`src/rtl/input_buffer_mc.sv`:
```
// Multi-channel activation input buffer: NUM_CHANNEL circular FIFOs that are read
// together as channel-aligned NUM_RDATA-wide windows and popped by a runtime stride.
module input_buffer_mc #(
  parameter int DAT_WIDTH     = 8,
  parameter int NUM_CHANNEL   = 3,
  parameter int NUM_RDATA     = 3,
  parameter int FF_DEPTH      = 8,
  parameter int FF_ADDR_WIDTH = 3,
  parameter int STR_WIDTH     = 2
) (
  input  logic                                          clk,
  input  logic                                          rst,
  input  logic [NUM_CHANNEL*DAT_WIDTH-1:0]              i_data,
  input  logic [NUM_CHANNEL-1:0]                        i_data_val,
  input  logic                                          i_data_req,
  input  logic [STR_WIDTH-1:0]                          i_stride,
  input  logic                                          i_flush,
  output logic [NUM_CHANNEL*NUM_RDATA*DAT_WIDTH-1:0]    o_data,
  output logic                                          o_data_val,
  output logic [NUM_CHANNEL*(FF_ADDR_WIDTH+1)-1:0]      o_data_counter,
  output logic                                          o_rd_ready,
  output logic                                          o_full,
  output logic                                          o_empty,
  output logic [NUM_CHANNEL-1:0]                        o_overflow,
  output logic                                          o_underflow
);

  localparam int CNT_W = FF_ADDR_WIDTH + 1;
  localparam int SW    = (STR_WIDTH > CNT_W) ? STR_WIDTH : CNT_W;
  localparam int WIN_W = NUM_RDATA * DAT_WIDTH;

  logic [DAT_WIDTH-1:0]           mem_q   [NUM_CHANNEL][FF_DEPTH];
  logic [FF_ADDR_WIDTH-1:0]       wrPtr_q [NUM_CHANNEL];
  logic [FF_ADDR_WIDTH-1:0]       wrPtr_d [NUM_CHANNEL];
  logic [FF_ADDR_WIDTH-1:0]       rdPtr_q [NUM_CHANNEL];
  logic [FF_ADDR_WIDTH-1:0]       rdPtr_d [NUM_CHANNEL];
  logic [CNT_W-1:0]               count_q [NUM_CHANNEL];
  logic [CNT_W-1:0]               count_d [NUM_CHANNEL];
  logic [NUM_CHANNEL*WIN_W-1:0]   data_q, data_d;
  logic                           dataVal_q, dataVal_d;
  logic                           underflow_q, underflow_d;
  logic [NUM_CHANNEL-1:0]         overflow_q, overflow_d;
  logic [NUM_CHANNEL-1:0]         wrAcc;
  logic                           rdAcc;
  logic [SW-1:0]                  strideWide;
  logic [CNT_W-1:0]               strideEff;

  always_comb begin
    o_rd_ready     = 1'b1;
    o_full         = 1'b0;
    o_empty        = 1'b1;
    o_data_counter = '0;
    for (int c = 0; c < NUM_CHANNEL; c++) begin
      if (count_q[c] < CNT_W'(NUM_RDATA)) o_rd_ready = 1'b0;
      if (count_q[c] == CNT_W'(FF_DEPTH)) o_full = 1'b1;
      if (count_q[c] != '0)               o_empty = 1'b0;
      o_data_counter[c*CNT_W +: CNT_W] = count_q[c];
    end
  end

  // A zero stride still advances by one; strides beyond the window saturate.
  always_comb begin
    strideWide = SW'(i_stride);
    if (strideWide == '0)
      strideEff = CNT_W'(1);
    else if (strideWide > SW'(NUM_RDATA))
      strideEff = CNT_W'(NUM_RDATA);
    else
      strideEff = CNT_W'(strideWide);
  end

  assign rdAcc = i_data_req && o_rd_ready && !i_flush;

  always_comb begin
    data_d      = data_q;
    dataVal_d   = rdAcc;
    underflow_d = i_data_req && !o_rd_ready && !i_flush;
    overflow_d  = '0;
    wrAcc       = '0;
    for (int c = 0; c < NUM_CHANNEL; c++) begin
      wrPtr_d[c] = wrPtr_q[c];
      rdPtr_d[c] = rdPtr_q[c];
      count_d[c] = count_q[c];
      // A full channel can still take a write when the same cycle's read frees space.
      wrAcc[c]      = i_data_val[c] && !i_flush &&
                      ((count_q[c] != CNT_W'(FF_DEPTH)) || rdAcc);
      overflow_d[c] = i_data_val[c] && !i_flush && !wrAcc[c];
      if (i_flush) begin
        wrPtr_d[c] = '0;
        rdPtr_d[c] = '0;
        count_d[c] = '0;
      end else begin
        if (rdAcc) begin
          for (int k = 0; k < NUM_RDATA; k++)
            data_d[c*WIN_W + k*DAT_WIDTH +: DAT_WIDTH] =
              mem_q[c][rdPtr_q[c] + FF_ADDR_WIDTH'(k)];
          rdPtr_d[c] = rdPtr_q[c] + strideEff[FF_ADDR_WIDTH-1:0];
        end
        if (wrAcc[c]) wrPtr_d[c] = wrPtr_q[c] + FF_ADDR_WIDTH'(1);
        count_d[c] = count_q[c] + CNT_W'(wrAcc[c]) - (rdAcc ? strideEff : '0);
      end
    end
  end

  always_ff @(posedge clk) begin
    if (rst) begin
      for (int c = 0; c < NUM_CHANNEL; c++) begin
        wrPtr_q[c] <= '0;
        rdPtr_q[c] <= '0;
        count_q[c] <= '0;
      end
      data_q      <= '0;
      dataVal_q   <= 1'b0;
      underflow_q <= 1'b0;
      overflow_q  <= '0;
    end else begin
      for (int c = 0; c < NUM_CHANNEL; c++) begin
        wrPtr_q[c] <= wrPtr_d[c];
        rdPtr_q[c] <= rdPtr_d[c];
        count_q[c] <= count_d[c];
      end
      data_q      <= data_d;
      dataVal_q   <= dataVal_d;
      underflow_q <= underflow_d;
      overflow_q  <= overflow_d;
    end
  end

  // Storage needs no reset: the pointers and counts alone define what is valid.
  always_ff @(posedge clk) begin
    for (int c = 0; c < NUM_CHANNEL; c++)
      if (!rst && wrAcc[c])
        mem_q[c][wrPtr_q[c]] <= i_data[c*DAT_WIDTH +: DAT_WIDTH];
  end

  assign o_data      = data_q;
  assign o_data_val  = dataVal_q;
  assign o_underflow = underflow_q;
  assign o_overflow  = overflow_q;

endmodule

```
`config.mk`:
```
export PLATFORM = sky130hd
export DESIGN_NAME = input_buffer_mc
export DESIGN_NICKNAME = d
export VERILOG_FILES = /design/src/rtl/input_buffer_mc.sv
export SDC_FILE = /design/constraint.sdc
export NUM_CORES = 1
export LEC_CHECK = 0
export BUFFER_PORTS_ARGS = -buffer_cell sky130_fd_sc_hd__clkbuf_2
export CORE_MARGIN = 2
export CORE_UTILIZATION = 60
export DETAILED_ROUTE_END_ITERATION = 16
export GPL_TIMING_DRIVEN = 0
export PLACE_DENSITY_LB_ADDON = 0.2
export SLEW_MARGIN = 10
export SYNTH_ARGS = -nofsm -noshare
export SYNTH_HDL_FRONTEND = slang
export SYNTH_SLANG_ARGS = --single-unit
```
`constraint.sdc`:
```
create_clock -name clk -period 3.65 [get_ports clk]
set_input_delay 0.365 -clock clk [delete_from_list [all_inputs] [get_ports clk]]
set_output_delay 0.365 -clock clk [all_outputs]
set_load 0.02 [all_outputs]
```
==> results.yml <==
timing:
  rsz0062_at_grt: "no"
  finClkSkew_ns: 0.0169
  fin_tns_setup_ns: 0
  setup_slack_ns: 0.356
  fin_crit_sh_pct: 90.2
  setup_viol: 0
  relSlewSlack_pct: 25.6
  hold_viol_final: 0
  min_period_ns: 3.29
  finalMaxSlewViolations: 0
  tightest_slew_ns: 1.11
  fmax_mhz: 304
  hold_ws_ns: 0.0817
critical_path:
  crit_slowest_cell: "ha_1"
  cpMostUsedCell: "ha_1"
  reg2reg_from: "count_q[0][2]$_SDFF_PP0_"
  crit_chain: "inv_1 -> ha_1 -> a21bo_2 -> o2111a_1 -> buf_4 -> buf_6 -> buf_4 -> nand2_1 -> ha_1 -> ha_1 -> a21o_1 -> a21oi_1 -> xnor2_1 -> nor2_1"
  cp-end-kind: "register"
  cp_max_fo: 10
  r2r-end: "count_q[0][11]$_SDFF_PP0_"
  cp_slowest_stage_delay_ns: 0.38
  r2r_cells: 14
  worstSetupPathType: "reg2reg"
  start_kind: "register"
  arrival_ns: 3.71
  cp.required_ns: 4.07
  r2r_setup_slack_ns: 0.36
synth:
  synth-seq-cells: 299
  synth_fp_nets: 1049
  syn_inst: 979
  synthArstFlopShare_pct: 0
  yosys_warnings: 0
  synth_edf_count: 192
  avgSynthCellArea_um2: 14.8
  ys_seq_area_share_pct: 54.6
  ys.flop_type: "edfxtp_1"
  yosysTopAreaCell: "edfxtp_1"
  synth.top_cell.area_share_pct: 39.8
  syn-cell-area_um2: 14500
  synth_area_leaders: "edfxtp_1, mux4_2, dfxtp_1, mux2i_1, a211oi_1"
  ys_top_cells_by_count: "edfxtp_1, mux4_2, dfxtp_1"
  post-synth-top-count-cell: "edfxtp_1"
  yosysUniqueCellTypes: 54
pwr:
  power.share.clock_pct: 47.2
  power_mw: 7.18
  combPwrFrac_pct: 2.3
  p_leak_nw: 5.69
  ir_worst_vdd_mv: 0.421
  seqPwrFrac_pct: 50.5
  switchingPower_mw: 1.52
  powerDensity_nw_per_um2: 429
  p_int_mw: 5.66
  switching_share_pct: 21.2
route:
  wl_per_cell_um: 25.3
  via_per_inst: 6.51
  first_pass_iters: 6
  drc: 0
  vias: 9692
  ant_nets: 0
  drt-initial-drc-count: 1002
  drt_wl_total_um: 37600
hold_path:
  hold_end: "mem_q[0][170]$_DFFE_PP_"
  hp-start: "i_data[18]"
  min_path_type: "in2reg"
  hold_depth: 1
grt:
  grt_max_degree: 16
  grt_pass1_vias: 9771
  grt_usage_pct: 29.7
  grt_pass1_wl_um: 57300
  grt_antenna_before_repair: 1
  grt_overflow: 0
floorplan:
  die_w_um: 159
  core_area_um2: 23600
  dieArea_um2: 25400
  start_util_pct: 61.4
  num_io_pins: 125
  rows: 56
  die_h_um: 159
clocking:
  cts_sinks: 299
  htree_num_levels: 1
  cts_setup_buffers: 0
  clk_latency_ns: 0.56
  cts_buffers: 31
  cts.root.buffer_cell: "clkbuf_16"
  post_cts_resized: 0
  cts_tree: "yes"
  cts_max_path_buffers: 3
  hold_buffers: 0
  cts.clk_slew.worst_paths_ns: 0.07
layout:
  nNetsFinal: 1215
  syn_to_final_growth_pct: 15.5
  diodes: 0
  drive_above_1_share_pct: 35.8
placement:
  dpl_worst_slack_ns: 0.367
  gp_congestion: 0.860
  hpwlAfterDp_um: 25600
  port_buffers: 123
flow_run:
  cap_violations: 0
status:
  status: "completed"
## per-layer routing
layer  part of all wire, %  global-route usage (%)  up-vias
met5                 0.035                       0        -
met4                   3.1                    9.96        2
met3                   9.7                    4.58      104
met2                    50                    50.4      577
met1                    37                    39.9     4833
li1                      -                       -     4176
## final cells by class
type / instances / area, um2
repair buffers: 133 / 691
flip-flops and latches: 299 / 7910
well taps: 319 / 399
inverters: 26 / 97.6
multi-input cells: 579 / 6120
clock inverters: 26 / 320
fillers: 1597 / 6880
clock buffers: 31 / 776
plain buffers: 75 / 420
## worst max-delay path, delay by kind of cell, from the launching register on
family                   cells  cell delay [ns]
adder cells (fa/ha/maj)      3             0.91
AO/OA/AOI/OAI                4             0.80
buffers and inverters        4             0.73
flip-flops                   1             0.33
AND/OR/NAND/NOR              2             0.26
XOR/XNOR                     1             0.14
## cell families (layout without fill, tap and decap cells)
kind of cell    after synthesis  in the layout  synth area share, %
flops                       299            299                 54.6
simple gates                212            212                 6.71
mux                         173            173                 23.0
compound gates              148            148                 7.70
buf+inv                     101            291                 3.57
fa+ha+maj                    37             37                 3.51
xor+xnor                      9              9                0.933
## placed cells by master (no fill, tap or decap), drive strengths merged, types with 4 or more instances in the layout
cell,count
dfxtp,107
o21ai,6
ha,31
nand3,4
mux4,128
a211oi,75
o211ai,5
xor2,4
a21o,4
nor2,105
nand2,54
inv,29
buf,59
xnor2,5
edfxtp,192
mux2i,45
nand2b,7
or3,8
clkbuf,180
a21oi,46
clkinv,14
nor3,9
nor4,6
and2,6
bufinv,6
fa,6
## per-stage QoR
step	instance area [um2]	std cells	utilization [%]
detailed placement	15600	1431	66.2
global placement	15500	1421	65.7
finish	16700	1488	70.9
global route	16700	1488	70.9
CTS	16700	1488	70.9
floorplan	14500	979	-
## registers in the layout, indices dropped and copies added, names as in the netlist
register / count
mem_q: 192
o_underflow: 1
count_q: 12
o_data_val: 1
o_data: 72
o_overflow: 3
wrPtr_q: 9
rdPtr_q: 9
## how the worst max path moves through the flow
stage	start	endpoint
2_1_floorplan	count_q[0][10]$_SDFF_PP0_	count_q[0][10]$_SDFF_PP0_
3_3_place_gp	count_q[0][2]$_SDFF_PP0_	mem_q[0][54]$_DFFE_PP_
3_5_place_dp	count_q[0][2]$_SDFF_PP0_	count_q[0][7]$_SDFF_PP0_
4_1_cts	count_q[0][2]$_SDFF_PP0_	count_q[0][11]$_SDFF_PP0_
5_1_grt	count_q[0][2]$_SDFF_PP0_	count_q[0][11]$_SDFF_PP0_
6_report	count_q[0][2]$_SDFF_PP0_	count_q[0][11]$_SDFF_PP0_
## power by group through the flow
stage / Sequential (mW) / Combinational, mW / Clock [mW]
after detailed placement: 3.70 / 0.165 / 0
after global routing: 3.62 / 0.181 / 3.54
after CTS: 3.62 / 0.166 / 3.40
after floorplan: 3.70 / 0.0791 / 0
final: 3.62 / 0.168 / 3.39
after global placement: 3.69 / 0.157 / 0
Power figures use the tool's default switching activity.
